<file path="src/rtl/pcie_cfg_tracker.sv">
// -----------------------------------------------------------------------------
// pcie_cfg_tracker
//
// Purpose:
//   Tracks the PCIe hard-IP link state. It produces a debounced link-up, a
//   sticky "L0 seen" flag and a saturating count of link drops. It also snoops
//   the tl_cfg sideband bus to hold a per-PF copy of the MPS, MRRS, ext-tag,
//   MSI-X enable and MSI-X function-mask settings.
//
// Ports:
//   avl_clk              sole clock, rising edge
//   avl_rst_n            synchronous active-low reset
//   i_ltssmstate[5:0]    LTSSM state from the hard IP
//   i_hip_linkup         hard-IP data-link-up
//   i_tl_cfg_func[1:0]   function index of the current tl_cfg word
//   i_tl_cfg_add[3:0]    tl_cfg address
//   i_tl_cfg_ctl[31:0]   tl_cfg data
//   o_pcie_linkup        debounced link-up (high while the FSM is UP)
//   o_cfg_bd_done        sticky, set once L0 has been seen
//   o_max_payload_size   per-PF MPS, PF n at [3n+2:3n]
//   o_max_read_req_size  per-PF MRRS, same packing
//   o_ext_tag_en         per-PF extended tag enable
//   o_msix_en            per-PF MSI-X enable
//   o_msix_pf_mask       per-PF MSI-X function mask
//   o_cfg_update         one-cycle pulse per PF whose registers were written
//   o_link_down_cnt      saturating count of UP->DOWN transitions
//
// Build option:
//   PCIE_CFG_LINKDOWN_CLR_EN  when defined, all per-PF config registers clear
//                             on the UP->DOWN transition. Otherwise they keep
//                             their values.
// -----------------------------------------------------------------------------
module pcie_cfg_tracker #(
    parameter int unsigned NUM_PF       = 4,
    parameter int unsigned DEBOUNCE_CYC = 16,
    parameter logic [5:0]  LTSSM_L0     = 6'h11
) (
    input  logic                  avl_clk,
    input  logic                  avl_rst_n,
    input  logic [5:0]            i_ltssmstate,
    input  logic                  i_hip_linkup,
    input  logic [1:0]            i_tl_cfg_func,
    input  logic [3:0]            i_tl_cfg_add,
    input  logic [31:0]           i_tl_cfg_ctl,
    output logic                  o_pcie_linkup,
    output logic                  o_cfg_bd_done,
    output logic [3*NUM_PF-1:0]   o_max_payload_size,
    output logic [3*NUM_PF-1:0]   o_max_read_req_size,
    output logic [NUM_PF-1:0]     o_ext_tag_en,
    output logic [NUM_PF-1:0]     o_msix_en,
    output logic [NUM_PF-1:0]     o_msix_pf_mask,
    output logic [NUM_PF-1:0]     o_cfg_update,
    output logic [15:0]           o_link_down_cnt
);

    typedef enum logic [1:0] {
        ST_DOWN     = 2'd0,
        ST_DEBOUNCE = 2'd1,
        ST_UP       = 2'd2
    } state_e;

    localparam logic [7:0] DBC_TARGET = 8'(DEBOUNCE_CYC);
    localparam logic [2:0] NUM_PF_W   = 3'(NUM_PF);

    state_e        state_q;
    logic [5:0]    ltssm_q;
    logic [7:0]    dbc_q;
    logic          linkup_q;
    logic          bd_done_q;
    logic [15:0]   down_cnt_q;

    logic [3*NUM_PF-1:0] mps_q,  mps_d;
    logic [3*NUM_PF-1:0] mrrs_q, mrrs_d;
    logic [NUM_PF-1:0]   ext_q,  ext_d;
    logic [NUM_PF-1:0]   msix_q, msix_d;
    logic [NUM_PF-1:0]   mask_q, mask_d;
    logic [NUM_PF-1:0]   upd_q,  upd_d;

    logic l0_q;
    logic qual;
    logic up_to_down;
    logic cap_ok;

    // Only ctl[6:0] carries fields this block captures.
    logic unused_ctl;
    assign unused_ctl = ^i_tl_cfg_ctl[31:7];

    assign l0_q       = (ltssm_q == LTSSM_L0);
    assign qual       = l0_q & i_hip_linkup;
    assign up_to_down = (state_q == ST_UP) & ~qual;
    // Words for function indices beyond NUM_PF belong to other logic.
    assign cap_ok     = l0_q & ({1'b0, i_tl_cfg_func} < NUM_PF_W);

    // Link state FSM with registered outputs.
    // NOTE: every register here is assigned with <= so all of them update from
    // the same pre-edge values; a blocking = would leak new values into later
    // statements of the same edge.
    always_ff @(posedge avl_clk) begin
        if (!avl_rst_n) begin
            state_q    <= ST_DOWN;
            ltssm_q    <= '0;
            dbc_q      <= '0;
            linkup_q   <= 1'b0;
            bd_done_q  <= 1'b0;
            down_cnt_q <= '0;
        end else begin
            ltssm_q <= i_ltssmstate;
            if (l0_q) begin
                bd_done_q <= 1'b1;
            end
            case (state_q)
                ST_DOWN: begin
                    if (qual) begin
                        state_q <= ST_DEBOUNCE;
                        dbc_q   <= 8'd1;
                    end
                end
                ST_DEBOUNCE: begin
                    if (!qual) begin
                        state_q <= ST_DOWN;
                        dbc_q   <= '0;
                    end else if (dbc_q == DBC_TARGET) begin
                        state_q  <= ST_UP;
                        linkup_q <= 1'b1;
                    end else begin
                        dbc_q <= dbc_q + 8'd1;
                    end
                end
                ST_UP: begin
                    if (up_to_down) begin
                        state_q  <= ST_DOWN;
                        linkup_q <= 1'b0;
                        dbc_q    <= '0;
                        if (down_cnt_q != 16'hFFFF) begin
                            down_cnt_q <= down_cnt_q + 16'd1;
                        end
                    end
                end
                default: begin
                    state_q  <= ST_DOWN;
                    linkup_q <= 1'b0;
                    dbc_q    <= '0;
                end
            endcase
        end
    end

    // Per-PF config capture.
    always_comb begin
        // NOTE: each _d starts from a full default so no path leaves it
        // unassigned, which would otherwise infer a latch.
        mps_d  = mps_q;
        mrrs_d = mrrs_q;
        ext_d  = ext_q;
        msix_d = msix_q;
        mask_d = mask_q;
        upd_d  = '0;
        if (cap_ok) begin
            for (int n = 0; n < int'(NUM_PF); n++) begin
                if (i_tl_cfg_func == 2'(n)) begin
                    case (i_tl_cfg_add)
                        4'h0: begin
                            mps_d[3*n +: 3]  = i_tl_cfg_ctl[2:0];
                            mrrs_d[3*n +: 3] = i_tl_cfg_ctl[5:3];
                            ext_d[n]         = i_tl_cfg_ctl[6];
                            upd_d[n]         = 1'b1;
                        end
                        4'h6: begin
                            msix_d[n] = i_tl_cfg_ctl[5];
                            mask_d[n] = i_tl_cfg_ctl[6];
                            upd_d[n]  = 1'b1;
                        end
                        default: ;
                    endcase
                end
            end
        end
`ifdef PCIE_CFG_LINKDOWN_CLR_EN
        // Link loss wins over a capture in the same cycle and raises no update.
        if (up_to_down) begin
            mps_d  = '0;
            mrrs_d = '0;
            ext_d  = '0;
            msix_d = '0;
            mask_d = '0;
            upd_d  = '0;
        end
`endif
    end

    always_ff @(posedge avl_clk) begin
        if (!avl_rst_n) begin
            mps_q  <= '0;
            mrrs_q <= '0;
            ext_q  <= '0;
            msix_q <= '0;
            mask_q <= '0;
            upd_q  <= '0;
        end else begin
            mps_q  <= mps_d;
            mrrs_q <= mrrs_d;
            ext_q  <= ext_d;
            msix_q <= msix_d;
            mask_q <= mask_d;
            upd_q  <= upd_d;
        end
    end

    assign o_pcie_linkup       = linkup_q;
    assign o_cfg_bd_done       = bd_done_q;
    assign o_link_down_cnt     = down_cnt_q;
    assign o_max_payload_size  = mps_q;
    assign o_max_read_req_size = mrrs_q;
    assign o_ext_tag_en        = ext_q;
    assign o_msix_en           = msix_q;
    assign o_msix_pf_mask      = mask_q;
    assign o_cfg_update        = upd_q;

endmodule

</file>
<file path="config.mk">
export PLATFORM = sky130hd
export DESIGN_NAME = pcie_cfg_tracker
export DESIGN_NICKNAME = d
export VERILOG_FILES = /design/src/rtl/pcie_cfg_tracker.sv
export SDC_FILE = /design/constraint.sdc
export NUM_CORES = 1
export LEC_CHECK = 0
export BUFFER_PORTS_ARGS = -buffer_cell sky130_fd_sc_hd__clkbuf_2
export CORE_MARGIN = 3
export CORE_UTILIZATION = 46
export DETAILED_ROUTE_END_ITERATION = 6
export PLACE_DENSITY = 0.82
export SKIP_LAST_GASP = 1
export SYNTH_ARGS = -nofsm -noshare
export SYNTH_HDL_FRONTEND = slang
export SYNTH_SLANG_ARGS = --single-unit
export TNS_END_PERCENT = 20
</file>
<file path="constraint.sdc">
create_clock -name avl_clk -period 1.95 [get_ports avl_clk]
set_clock_uncertainty 0.1 [all_clocks]
set_input_delay 0.0975 -clock avl_clk [delete_from_list [all_inputs] [get_ports avl_clk]]
set_output_delay 0.0975 -clock avl_clk [all_outputs]
set_load 0.05 [all_outputs]
</file>
==> metrics, run 1 <==
clock buffer depth 2; Critical Path Start o_link_down_cnt[0]; drt pass-1 iters 4; largest net degree at the start of global routing 37; final WL 8730 um; # IOs 105; Seq pwr share 50.2%; FF/Latch Area 1510 um^2; filler instances 503; Clock Power Share 44.5%; maxcap violations 0; final setup violating endpoints 0; DP HPWL 5780 um; ys flop type dfxtp_1; post-DR wirelength/cell 15.6 um; net count after synthesis 397; Critical Path Sink o_link_down_cnt[4]; initial antenna violation count 0; Syn Std Cell Area 3240 um^2; clock sink count 74; Worst-Margin Slew 610 ps; Critical Path Source Type flop; distinct cell type count after synthesis 50; Final min period 1950 ps; cell taking the most area after synthesis dfxtp_1; share of layout cells above drive strength 1 32.1%; layout net count 513; Die ar. 8090 um^2; vias in the first global route 3,042; ant diodes 0; multi-input combinational cell area 1710 um^2; FF-to-FF Start o_link_down_cnt[0]; Max FO, Critical Path 14; switching part of the total 23.4%; Die Width 89.9 um; Psw 0.706 mW; r2r endpoint o_link_down_cnt[4]; FP Rows 29; Vias/cell 5.56; sequential area share after synthesis 45.7%; Mapped Avg Cell Area 9.34 um^2; Slew Viols, Final 0; slew margin rel. 58.9%; Placement Setup Slack -40.3 ps; combinational power share 5.2%; placed cell count 525; Worst Reg-to-Reg Cells 5; Clock transition at path regs 80 ps; FMAX 514 MHz; gr ovfl total 0; Hold Crit Class input port to flop; first-pass GRT wire length 14,500 um; clock latency at the later pin of the worst-skew pair 350 ps; power per cell area 693 nW/um^2; Starting DRT DRC Count 152; asr flop ratio synth 0%; worst setup margin 3.14 ps; H-tree Lvls 3; number of synthesized flops with an enable pin 0; Final Wtd Congestion 0.885; FF-to-FF setup slack 3 ps; Overall Global Routing Usage 21.6%; Layout Cells excl Fill 561; Int Pwr 2.32 mW; top cell type's share of synthesized area 45.7%; WP data arrival 2120 ps; CTS root buf clkbuf_8; count of unresolved DRC violations after routing 0; final hold vios 0; Ys Warns 0; Worst EP required 2130 ps; Post-Route Setup TNS 0 ps; Critical Path End Type flop; CTS buffer count 9; fin crit share 99.8%; DRT antenna net count 0; gate count of the mapped netlist 347; RSZ-0062 raised after global routing true; via count 3,117; Port Buf Inserts 79; Static Leak 1.93 nW; synth top area cells dfxtp_1 46%, mux2i_1 12%, nor2_1 4.4%; WS Path Type flop to flop; area grow syn2layout 34.6%; status finished clean; chip height 89.9 um; Initial Util 49.3%; Yosys reg bits 74; Total Power 3.02 mW; CTS tree yes; core area 6570 um^2; VDD IR max 0.000564 V
-- cell type report --
class                      instances  area share (%)
inverter                           8           0.689
timing repair buffer             120            17.8
tap                               93            2.67
multi-input combinational        250            39.1
clock inverter                     7            2.30
sequential                        74            34.5
clock buffer                       9            2.84
-- cells by family after synthesis --
kind of cell	synth area share, %
buf+inv	3.01
simple gates	26.6
mux	12.4
flops	45.7
fa+ha+maj	1.16
compound gates	11.2
-- per-stage QoR --
stage | utilization, % | instance area, um^2 | hold slack, ps
6_report | 66.4 | 4360 | 28.6
5_1_grt | 66.4 | 4360 | 55.5
4_1_cts | 65.7 | 4310 | 37.9
3_5_place_dp | 59.4 | 3900 | 208
3_3_place_gp | 59.4 | 3900 | 207
2_1_floorplan | - | 3270 | 74.3
-- registers in the layout, indices dropped and copies added, names as in the netlist --
signal,flops
o_cfg_bd_done,1
state_q,2
dbc_q,8
o_msix_en,4
ltssm_q,6
o_cfg_update,4
o_ext_tag_en,4
o_link_down_cnt,16
o_msix_pf_mask,4
o_max_read_req_size,12
o_pcie_linkup,1
o_max_payload_size,12
-- per-layer routing --
layer / up-vias / part of all wire [%] / GRT usage [%]
met3: 19 / 5.3 / 4.84
met1: 1486 / 42 / 25.4
met2: 92 / 50 / 37.8
met5: - / 0 / 0
met4: 0 / 2.0 / 9.18
li1: 1520 / - / -
-- synth_stat cells (6+ instances only) --
master and n:
nor4_1 11, nor2_1 38, dfxtp_1 74, or4_1 8
o31ai_1 9, nand3_1 9, nand2_1 31, inv_1 8
and2_1 8, nand2b_1 6, nand4_1 11, mux2i_1 40
a21oi_1 14, clkbuf_1 11
-- cells in the final DEF, fill, tap and decap left out, types with 10 or more instances in the layout --
cell	count
nor4_1	10
clkbuf_2	79
buf_4	20
nand4_1	11
a21oi_1	14
mux2i_1	40
dfxtp_2	10
nor2_1	38
dlygate4sd3_1	17
nand2_1	31
dfxtp_1	61
-- critical path: stages (launching register included) --
cell     delay [ps]
dfxtp_4         360
ha_1            200
and4_1          230
and4b_2         320
or4_1           490
a21oi_1         170
-- what timing repair did --
item,4_1_cts,5_1_grt
resized for setup,1,7
setup endpoints to repair,7,19
gates cloned,0,1
hold endpoints to repair,47,0
buffers inserted,0,2
hold buffers,18,0
pin swaps,0,6
-- how the worst min path moves through the flow --
stage / startpoint / to / cells after the start
finish: i_tl_cfg_add[3] / o_cfg_update[0] / 4
global route: i_tl_cfg_add[3] / o_cfg_update[0] / 4
CTS: i_tl_cfg_add[3] / o_cfg_update[1] / 4
detailed placement: i_ltssmstate[0] / ltssm_q[0] / 2
global placement: i_ltssmstate[2] / ltssm_q[2] / 2
floorplan: i_tl_cfg_func[0] / o_cfg_update[0] / 1
-- power groups by stage --
stage,clock (mW),combinational [mW],sequential (mW)
floorplan,0,0.0605,1.55
global placement,0,0.116,1.55
detailed placement,0,0.121,1.55
CTS,1.37,0.148,1.52
global route,1.42,0.172,1.52
finish,1.35,0.158,1.52
(Power assumes the default switching activity.)
==> inputs of run 2 (changes only) <==
--- a/config.mk
+++ b/config.mk
@@ -5,7 +5,7 @@
 export SDC_FILE = /design/constraint.sdc
 export NUM_CORES = 1
 export LEC_CHECK = 0
-export BUFFER_PORTS_ARGS = -buffer_cell sky130_fd_sc_hd__clkbuf_2
+export BUFFER_PORTS_ARGS = -buffer_cell sky130_fd_sc_hd__buf_4
 export CORE_MARGIN = 3
 export CORE_UTILIZATION = 46
 export DETAILED_ROUTE_END_ITERATION = 6
==> metrics, run 2 (synthesized netlist as in run 1, its figures left out) <==
Layout Cells excl Fill 565; Buf+Inv Stages, Crit Path 1; most common library cell in the layout ignoring fill and taps buf_4; chip height 89.9 um; Final min period 1950 ps; maxcap violations 0; family with the most delay on the worst path simple AND/OR/NAND/NOR gates; FF-to-FF Start o_link_down_cnt[0]; clock sink count 74; gr ovfl total 0; share of layout cells above drive strength 1 33.3%; slew margin rel. 68.7%; most frequent cells in the layout 106 x buf_4, 60 x dfxtp_1, 40 x mux2i_1; HP Start i_tl_cfg_add[3]; via count 3,121; r2r endpoint o_link_down_cnt[2]; VDD IR max 0.000921 V; post-layout util 69.6%; FMAX 513 MHz; Critical Path End Type flop; Initial Util 49.3%; Worst EP required 2130 ps; largest net degree at the start of global routing 35; initial antenna violation count 0; CTS tree yes; count of unresolved DRC violations after routing 0; clock buffer depth 2; Clock transition at path regs 80 ps; Die ar. 8090 um^2; Clock Power Share 44.6%; placed cell count 529; core area 6570 um^2; Slew Viols, Final 0; final WL 9090 um; Die Width 89.9 um; Slowest cell on crit path or4_1; Worst Reg-to-Reg Cells 6; post-DR wirelength/cell 16.1 um; Seq pwr share 49.9%; Starting DRT DRC Count 257; Vias/cell 5.52; Psw 0.714 mW; Port Buf Inserts 79; RSZ-0062 raised after global routing true; filler instances 472; fin crit share 99.9%; area grow syn2layout 41.0%; FF-to-FF setup slack 2 ps; CTS buffer count 9; Max FO, Critical Path 7; Static Leak 2.01 nW; Critical Path Source Type flop; clock latency at the later pin of the worst-skew pair 350 ps; vias in the first global route 2,960; Worst Hold Depth 4; CTS root buf clkbuf_8; drt pass-1 iters 4; first-pass GRT wire length 14,400 um; status finished clean; hold endpoint o_cfg_update[2]; final hold vios 0; cells along the critical path ha_1 -> and4_4 -> and4b_2 -> buf_4 -> or4_1 -> a21oi_1; Int Pwr 2.33 mW; DRT antenna net count 0; DP HPWL 5830 um; final setup violating endpoints 0; layout net count 517; Overall Global Routing Usage 21.7%; power per cell area 666 nW/um^2; max FFs per register 16; WS Path Type flop to flop; FP Rows 29; WP data arrival 2130 ps; Hold Crit Class input port to flop; worst setup margin 2.49 ps; Worst-Margin Slew 463 ps; Placement Setup Slack -35.2 ps; Final Wtd Congestion 0.894; switching part of the total 23.5%; H-tree Lvls 3; ant diodes 0; combinational power share 5.5%; Critical Path Max Stage Delay 400 ps; Post-Route Setup TNS 0 ps; # IOs 105
-- run 2: cell count changes in the layout (fill, tap and decap cells not counted), sizes merged --
| cell | before | now |
|---|---|---|
| buf | 23 | 108 |
| clkbuf | 88 | 9 |
| clkdlybuf4s15 | 1 | 0 |
| clkinv | 2 | 3 |
| dlygate4sd3 | 17 | 16 |
| inv | 10 | 9 |
-- run 2: power by group through the flow --
stage | Combinational [mW] | Clock [mW] | Sequential [mW]
final | 0.169 | 1.36 | 1.52
after global routing | 0.180 | 1.44 | 1.52
after CTS | 0.161 | 1.37 | 1.52
after detailed placement | 0.133 | 0 | 1.55
after global placement | 0.130 | 0 | 1.55
after floorplan | 0.0605 | 0 | 1.55
-- run 2: cell type report --
cell class                 count  area (um^2)  area share [%]
clock inverter                 7          103            2.25
sequential                    74         1510            33.0
multi-input combinational    250         1700            37.3
clock buffer                   9          124            2.71
tap                           93          116            2.55
timing repair buffer         124          987            21.6
inverter                       8         30.0           0.657
-- run 2: metal layers --
metal | vias to the layer above | share of wire, % | track usage (%)
met1 | 1480 | 41 | 25.3
li1 | 1515 | - | -
met4 | 0 | 1.3 | 8.04
met2 | 111 | 50 | 37.0
met3 | 15 | 7.2 | 7.43
met5 | - | 0 | 0
-- run 2: metrics by stage --
step,cell area [um^2],power (mW),hold WS (ps)
after detailed placement,4120,1.69,210
after global placement,4120,1.68,205
after floorplan,3270,1.61,74.3
final,4570,3.04,60.9
after global routing,4570,3.14,78.4
after CTS,4510,3.05,40.3
-- run 2: worst max-delay path by stage --
| stage | startpoint | end | slack (ps) | cells after the start |
|---|---|---|---|---|
| 2_1_floorplan | o_link_down_cnt[5] | o_link_down_cnt[11] | -30 | 4 |
| 6_report | o_link_down_cnt[0] | o_link_down_cnt[2] | 2 | 6 |
| 3_3_place_gp | ltssm_q[1] | dbc_q[7] | 40 | 5 |
| 5_1_grt | ltssm_q[1] | dbc_q[3] | -50 | 6 |
| 3_5_place_dp | ltssm_q[1] | dbc_q[7] | -40 | 5 |
| 4_1_cts | ltssm_q[1] | o_link_down_cnt[12] | 9 | 5 |
-- run 2: tightest hold or removal path, delay by kind of cell --
family / cells / cell delay [ps]
and+or+nand+nor: 3 / 280
buffers and inverters: 1 / 90
-- run 2: what timing repair did --
item / in CTS / in global routing
hold buffers: 16 / 0
hold endpoints to repair: 39 / 0
setup endpoints to repair: 3 / 22
resized for setup: 0 / 10
buffers inserted: 0 / 4
pin swaps: 1 / 4
